## src/rtl/phase_sched_pkg.sv

```systemverilog
// Shared constants and types for the phase-sample PCIe scheduler.
// Holds mode encodings, channel indices, sizing defaults and the channel rotation helper.
package phase_sched_pkg;

   localparam int SAMPLES_PER_WORD_DFLT = 4;
   localparam int BUF_DEPTH_DFLT        = 2;

   localparam logic MODE_SINGLE = 1'b0;
   localparam logic MODE_TRIPLE = 1'b1;

   typedef enum logic [1:0] {
      CH_F1 = 2'd0,
      CH_F2 = 2'd1,
      CH_F3 = 2'd2
   } ch_e;

   typedef enum logic {
      S_IDLE = 1'b0,
      S_SEND = 1'b1
   } state_e;

   function automatic ch_e ch_next(input ch_e c);
      case (c)
         CH_F1:   return CH_F2;
         CH_F2:   return CH_F3;
         default: return CH_F1;
      endcase
   endfunction

endpackage

```

## src/rtl/phase_word_packer.sv

```systemverilog
// Per-channel shift packer feeding a small word FIFO; a completed word is written the same edge it completes.
// Head is popped on handshake; a word completing into a full FIFO with no pop is dropped and sets sticky ovf.
module phase_word_packer
   import phase_sched_pkg::*;
#(
   parameter int SAMPLES_PER_WORD = SAMPLES_PER_WORD_DFLT,
   parameter int BUF_DEPTH        = BUF_DEPTH_DFLT
)(
   input  logic                          clk,
   input  logic                          rst,
   input  logic                          clr,
   input  logic                          en,
   input  logic [31:0]                   sample,
   input  logic                          pop,
   output logic [32*SAMPLES_PER_WORD-1:0] head,
   output logic [32*SAMPLES_PER_WORD-1:0] second,
   output logic                          has1,
   output logic                          has2,
   output logic                          ovf
);
   localparam int WW = 32 * SAMPLES_PER_WORD;
   localparam int CW = (SAMPLES_PER_WORD > 2) ? $clog2(SAMPLES_PER_WORD) : 1;
   localparam int PW = (BUF_DEPTH > 1) ? $clog2(BUF_DEPTH) : 1;
   localparam int NW = $clog2(BUF_DEPTH + 1);

   logic [WW-1:0] shreg;
   logic [WW-1:0] word_done;
   logic [CW-1:0] cnt;
   logic [WW-1:0] mem [BUF_DEPTH];
   logic [PW-1:0] rd_ptr;
   logic [PW-1:0] wr_ptr;
   logic [NW-1:0] fill;
   logic          done;
   logic          full;
   logic          push;
   logic          pop_ok;

   function automatic logic [PW-1:0] ptr_inc(input logic [PW-1:0] p);
      return (p == PW'(BUF_DEPTH - 1)) ? '0 : p + 1'b1;
   endfunction

   assign word_done = {shreg[WW-33:0], sample};
   assign done      = en && (cnt == CW'(SAMPLES_PER_WORD - 1));
   assign full      = (fill == NW'(BUF_DEPTH));
   // A pop in the same cycle frees the slot the completing word lands in.
   assign push      = done && (!full || pop);
   assign pop_ok    = pop && (fill != '0);

   assign head   = mem[rd_ptr];
   assign second = mem[ptr_inc(rd_ptr)];
   assign has1   = (fill != '0);
   assign has2   = (32'(fill) >= 2);

   always_ff @(posedge clk) begin
      if (push) mem[wr_ptr] <= word_done;
   end

   always_ff @(posedge clk) begin
      if (rst || clr) begin
         shreg  <= '0;
         cnt    <= '0;
         rd_ptr <= '0;
         wr_ptr <= '0;
         fill   <= '0;
         ovf    <= 1'b0;
      end else begin
         if (en) begin
            shreg <= word_done;
            cnt   <= done ? '0 : cnt + 1'b1;
         end
         if (push)   wr_ptr <= ptr_inc(wr_ptr);
         if (pop_ok) rd_ptr <= ptr_inc(rd_ptr);
         case ({push, pop_ok})
            2'b10:   fill <= fill + 1'b1;
            2'b01:   fill <= fill - 1'b1;
            default: fill <= fill;
         endcase
         if (done && !push) ovf <= 1'b1;
      end
   end

endmodule

```

## src/rtl/phase_pcie_scheduler.sv

```systemverilog
// Packs up to three phase streams into 128-bit words and issues them in strict f1,f2,f3 order.
// Word valid two cycles after its last sample; data held while pcie_ready is low, one word per cycle when ready.
module phase_pcie_scheduler
   import phase_sched_pkg::*;
#(
   parameter int SAMPLES_PER_WORD = SAMPLES_PER_WORD_DFLT,
   parameter int BUF_DEPTH        = BUF_DEPTH_DFLT
)(
   input  logic                           clk,
   input  logic                           rst,
   input  logic [2:0]                     freq_mode,
   input  logic [31:0]                    phase_f1,
   input  logic [31:0]                    phase_f2,
   input  logic [31:0]                    phase_f3,
   input  logic                           phase_en_f1,
   input  logic                           phase_en_f2,
   input  logic                           phase_en_f3,
   input  logic                           pcie_ready,
   output logic [32*SAMPLES_PER_WORD-1:0] pcie_data,
   output logic                           pcie_valid,
   output logic [2:0]                     ovf_flags,
   output logic                           cur_mode
);
   localparam int WW = 32 * SAMPLES_PER_WORD;

   logic [31:0]   smp    [3];
   logic [WW-1:0] head   [3];
   logic [WW-1:0] second [3];
   logic [2:0]    en_ch;
   logic [2:0]    pop;
   logic [2:0]    has1;
   logic [2:0]    has2;

   state_e        state;
   ch_e           ptr;
   ch_e           nxt;
   ch_e           cand;
   logic          cand_ok;
   logic [WW-1:0] cand_dat;
   logic          hs;
   logic          mode_req;
   logic          apply;

   assign smp[0] = phase_f1;
   assign smp[1] = phase_f2;
   assign smp[2] = phase_f3;
   assign en_ch  = {phase_en_f3 && (cur_mode == MODE_TRIPLE),
                    phase_en_f2 && (cur_mode == MODE_TRIPLE),
                    phase_en_f1};

   assign hs       = pcie_valid && pcie_ready;
   assign mode_req = ((freq_mode == 3'd0) && (cur_mode == MODE_TRIPLE)) ||
                     ((freq_mode == 3'd1) && (cur_mode == MODE_SINGLE));
   // Never abort a held word: switch only when idle or on the accepting edge.
   assign apply    = mode_req && (!pcie_valid || hs);

   for (genvar g = 0; g < 3; g++) begin : g_ch
      assign pop[g] = hs && (ptr == ch_e'(g));
      phase_word_packer #(
         .SAMPLES_PER_WORD (SAMPLES_PER_WORD),
         .BUF_DEPTH        (BUF_DEPTH)
      ) u_packer (
         .clk    (clk),
         .rst    (rst),
         .clr    (apply),
         .en     (en_ch[g]),
         .sample (smp[g]),
         .pop    (pop[g]),
         .head   (head[g]),
         .second (second[g]),
         .has1   (has1[g]),
         .has2   (has2[g]),
         .ovf    (ovf_flags[g])
      );
   end

   // On a handshake the next word comes from the next channel, or the word behind the head in single mode.
   always_comb begin
      nxt      = (cur_mode == MODE_TRIPLE) ? ch_next(ptr) : CH_F1;
      cand     = ptr;
      cand_ok  = has1[ptr];
      cand_dat = head[ptr];
      if (state == S_SEND) begin
         cand = nxt;
         if (nxt == ptr) begin
            cand_ok  = has2[ptr];
            cand_dat = second[ptr];
         end else begin
            cand_ok  = has1[nxt];
            cand_dat = head[nxt];
         end
      end
   end

   always_ff @(posedge clk) begin
      if (rst) begin
         state      <= S_IDLE;
         ptr        <= CH_F1;
         pcie_valid <= 1'b0;
         pcie_data  <= '0;
         cur_mode   <= MODE_SINGLE;
      end else if (apply) begin
         state      <= S_IDLE;
         ptr        <= CH_F1;
         pcie_valid <= 1'b0;
         cur_mode   <= freq_mode[0];
      end else begin
         case (state)
            S_IDLE: begin
               if (cand_ok) begin
                  state      <= S_SEND;
                  pcie_valid <= 1'b1;
                  pcie_data  <= cand_dat;
               end
            end
            S_SEND: begin
               if (hs) begin
                  ptr <= cand;
                  if (cand_ok) begin
                     pcie_data <= cand_dat;
                  end else begin
                     state      <= S_IDLE;
                     pcie_valid <= 1'b0;
                  end
               end
            end
            default: state <= S_IDLE;
         endcase
      end
   end

endmodule
```

## config.mk

```make
export PLATFORM = sky130hd
export DESIGN_NAME = phase_pcie_scheduler
export DESIGN_NICKNAME = d
export VERILOG_FILES = /design/src/rtl/phase_sched_pkg.sv /design/src/rtl/phase_word_packer.sv /design/src/rtl/phase_pcie_scheduler.sv
export SDC_FILE = /design/constraint.sdc
export NUM_CORES = 2
export LEC_CHECK = 0
export BUFFER_PORTS_ARGS = -buffer_cell sky130_fd_sc_hd__buf_4
export CAP_MARGIN = 30
export CORE_ASPECT_RATIO = 1.2
export CORE_MARGIN = 10
export CORE_UTILIZATION = 50
export DETAILED_ROUTE_END_ITERATION = 8
export GPL_TIMING_DRIVEN = 0
export PLACE_DENSITY = 0.65
export SLEW_MARGIN = 20
export SYNTH_ARGS = -nofsm -noshare
export SYNTH_HDL_FRONTEND = slang
export SYNTH_SLANG_ARGS = --single-unit
```

## constraint.sdc

```tcl
create_clock -name clk -period 9.9 [get_ports clk]
set_clock_uncertainty 0.1 [all_clocks]
set_input_delay 1.98 -clock clk [delete_from_list [all_inputs] [get_ports clk]]
set_output_delay 1.98 -clock clk [all_outputs]
set_load 0.1 [all_outputs]
```

==> key figures <==
Run status
  • Result of the run: complete, no violations

Clocking
  • Clk Latency, worst-skew pair: 0.72 ns
  • # clock sinks: 1213
  • Clock root buffer: clkbuf_16
  • Count of hold-fix buffers inserted at cts: 0
  • Max Buffers Root-to-Sink: 3
  • Post-CTS repair timing setup buffer count: 0
  • # H-tree levels: 3
  • Post-CTS sizing: 0
  • Clock Pin Slew Worst Setup and Hold Paths: 0.06 ns
  • CTS tree: built
  • TritonCTS buffer count: 116

GRT
  • Global-route usage over all layers: 28.2%
  • Number of antenna violations at the first check in global routing: 10
  • Pin count of the biggest net entering global routing: 43
  • GRT met1 Usage: 36.0%
  • Met3 track demand over resource: 5.89%
  • Wire length of the first global-routing pass: 225 mm
  • Most Crowded Layer GR: met2
  • Vias in the first global route: 33464
  • Met2 Usage GRT: 46.1%
  • Remaining global-route overflow: 0

STA
  • Summed negative setup slack over all endpoints: 0 ns
  • Final hold slack: 0.349 ns
  • Final period utilization: 46.3%
  • Worst path setup slack after routing: 5.32 ns
  • Setup repair after global routing missed its margin: false
  • Final hold violation count: 0
  • F_max: 0.218 GHz
  • Max transition margin: 28.8%
  • Final period demand of the worst path: 4.58 ns
  • Slew at the pin with the worst max-slew slack: 1.07 ns
  • Pins Over Slew Limit: 0
  • Final setup vio count: 0

Placement
  • PortBufs: 236
  • Final HPWL DP: 116 mm
  • Placer congestion estimate: 0.893
  • Setup slack at placement: 4.70 ns
  • # placed instances: 5360
  • Placed Area: 52300 µm²

Synth
  • Dominant register cell in the synthesized netlist: edfxtp_1
  • Count of warnings emitted by yosys: 0
  • Post-synthesis sequential area ratio: 66.7%
  • Biggest area consumer among synthesized cells: edfxtp_1
  • Cell count after synthesis: 3821
  • Fraction of post-synthesis cell area in the top cell type by area: 48.1%
  • Share of async-settable or async-resettable flops after synthesis: 0%
  • Average footprint of a synthesized cell: 12.5 µm²
  • Post-Synthesis Cell Area: 47900 µm²
  • Post-synth EDFFs: 768
  • FF+latch count, synth: 1213
  • Synth cell types: 42
  • Top cells by area, synth: edfxtp_1, dfxtp_1, mux2i_1, o22ai_1, nand2_1
  • Net count after synthesis: 3932

Finish
  • Post-layout nets: 4335
  • Filler Cells Inserted: 7776
  • Layout cell share with drive strength beyond 1: 12.8%
  • Share of the core filled with cells: 59.1%
  • Footprint of the flip-flops and latches: 32000 µm²
  • Non-filler cells, final: 5592
  • Multi-input logic area: 14700 µm²
  • Post-route cell area: 56300 µm²
  • Area delta synth->final: 17.4%

Routing
  • Detailed-router iteration count before antenna repair: 6
  • Detailed-route DRC error count: 0
  • Via count: 34083
  • Remaining antenna violation count: 0
  • Routed wire per std cell: 28.4 µm
  • Avg Vias per Cell: 6.09
  • Total Wirelength: 159 mm
  • Count of routing violations after the opening detailed-route iteration: 4143

Critical path
  • Crit Path Class: primary input to flip-flop
  • Maximum fanout along the worst path: 10
  • Critical path's largest stage delay: 0.71 ns
  • CP arrival: 5.05 ns
  • Number of buffers and inverters on the critical path: 6
  • Cell occurring most often along the worst timing path: clkbuf_1
  • Cell family with most CP delay: buffers and inverters
  • Kind of end point of the critical path: flip-flop
  • Sequence of cells on the critical path: buf_4 -> inv_1 -> a2111o_1 -> nand2b_1 -> clkbuf_1 -> buf_8 -> clkbuf_1 -> clkbuf_1 -> nor2_1
  • Startpoint types: primary input
  • Data required time of the worst path: 10.36 ns
  • Slowest CP cell: clkbuf_1

Pwr
  • Total internal power: 8.02 mW
  • Switch Pwr: 2.16 mW
  • Switching fraction of total power: 21.2%
  • Peak supply drop: 0.141 mV
  • Leakage: 18.1 nW
  • Power share of the sequential group: 53.1%
  • Total power after layout: 10.2 mW
  • Portion of total power attributed to combinational logic: 2.6%
  • Clock power frac: 44.3%
  • Power density relative to cell area: 181 nW/µm²

Die
  • Die Span Y: 359 µm
  • Die Width: 303 µm
  • Cell row count: 124
  • Initial standard-cell utilization of the core: 50.3%
  • Placeable core area: 95300 µm²
  • Ports placed on the boundary: 238
  • Area enclosed by the die boundary: 109000 µm²

Flow run
  • Max-Cap Viols: 0

Worst hold path
  • Worst hold path class: flip-flop to flip-flop
per-layer routing:
layer,up-vias,wire (µm)
met5,-,91
met4,14,6620
met3,387,15900
met2,1845,75400
met1,16815,60600
li1,15022,-
power groups by stage:
stage / clock network (mW) / registers (mW) / logic (mW)
floorplan: 0 / 5.51 / 0.107
detailed placement: 0 / 5.51 / 0.263
finish: 4.50 / 5.40 / 0.267
global placement: 0 / 5.51 / 0.256
CTS: 4.52 / 5.40 / 0.264
global route: 4.73 / 5.40 / 0.280
layout by cell type (no fill, tap or decap), types with 3 or more instances in the layout:
| master | count |
|---|---|
| edfxtp_1 | 768 |
| mux2i_1 | 608 |
| nand2_1 | 523 |
| dfxtp_1 | 445 |
| o22ai_1 | 382 |
| a21oi_1 | 330 |
| buf_4 | 245 |
| clkbuf_1 | 230 |
| nor2_1 | 133 |
| o21ai_0 | 131 |
| or3_1 | 128 |
| clkbuf_16 | 124 |
| buf_2 | 52 |
| buf_1 | 24 |
| buf_6 | 19 |
| clkbuf_8 | 19 |
| clkinv_2 | 19 |
| buf_12 | 19 |
| buf_16 | 19 |
| xnor2_1 | 13 |
| inv_1 | 8 |
| nand2b_1 | 7 |
| ha_1 | 6 |
| diode_2 | 5 |
| nor3_1 | 5 |
| nor2b_1 | 5 |
| nor2_4 | 5 |
| bufinv_16 | 5 |
| clkbuf_2 | 4 |
| clkinvlp_4 | 4 |
| buf_8 | 4 |
| nand3_1 | 3 |
| xor2_1 | 3 |
| a31oi_1 | 3 |
| clkinv_4 | 3 |
kinds of logic after synthesis:
kind of cell / count (synthesis) / share of synthesized area (%)
adders and majority gates: 6 / 0.157
xor gates and xnor gates: 16 / 0.292
DFF: 1213 / 66.7
muxes: 610 / 12.7
buffers and inverters: 301 / 2.75
and+or+nand+nor: 816 / 7.19
AOI/OAI and AO/OA: 859 / 10.1
flip-flops by register name (all words and copies together), names as in the netlist, named ones only:
name and cells:
cur_mode 1, g_ch.u_packer.cnt 6, g_ch.u_packer.fill 6, g_ch.u_packer.mem 768, g_ch.u_packer.ovf 3, g_ch.u_packer.rd_ptr 3, g_ch.u_packer.shreg 288, g_ch.u_packer.wr_ptr 3
pcie_data 128, pcie_valid 1, ptr 2, state 1
final timing paths:
| check | start | to | slack, ns | depth (start not counted) |
|---|---|---|---|---|
| worst max register to register | ptr[0] | g_ch[2].u_packer.mem[0][16] | 5.37 | 10 |
| worst min-delay path | pcie_data[76] | pcie_data[76] | 0.35 | 2 |
| worst min register to register | pcie_data[76] | pcie_data[76] | 0.35 | 2 |
| worst max-delay path | pcie_ready | g_ch[0].u_packer.shreg[12] | 5.32 | 9 |
area by class of cell:
type	count	share of cell area (%)
well taps	1260	2.80
flip-flops and latches	1213	56.8
plain buffers	292	2.29
clock inverters	38	0.663
inverters	9	0.0600
diodes	5	0.0222
clock buffers	183	6.25
repair buffers	285	5.00
multi-input cells	2307	26.1
cell usage after synthesis (2+ instances only):
cell,count
a21oi_1,330
a31oi_1,3
and2_1,3
buf_1,25
buf_2,51
buf_4,9
buf_6,12
clkbuf_1,195
dfxtp_1,445
edfxtp_1,768
ha_1,6
inv_1,8
mux2_2,2
mux2i_1,608
nand2_1,523
nand2b_1,7
nand3_1,3
nor2_1,138
nor2b_1,5
nor3_1,5
o21ai_0,131
o22ai_1,382
o311a_1,2
or3_1,128
xnor2_1,13
xor2_1,3
worst min-delay path: stages, from the launching register on:
cell and delay, ns:
dfxtp_1 0.31, nand2_1 0.05, a21oi_1 0.05
No activity file was read; power rests on OpenSTA's default activity.
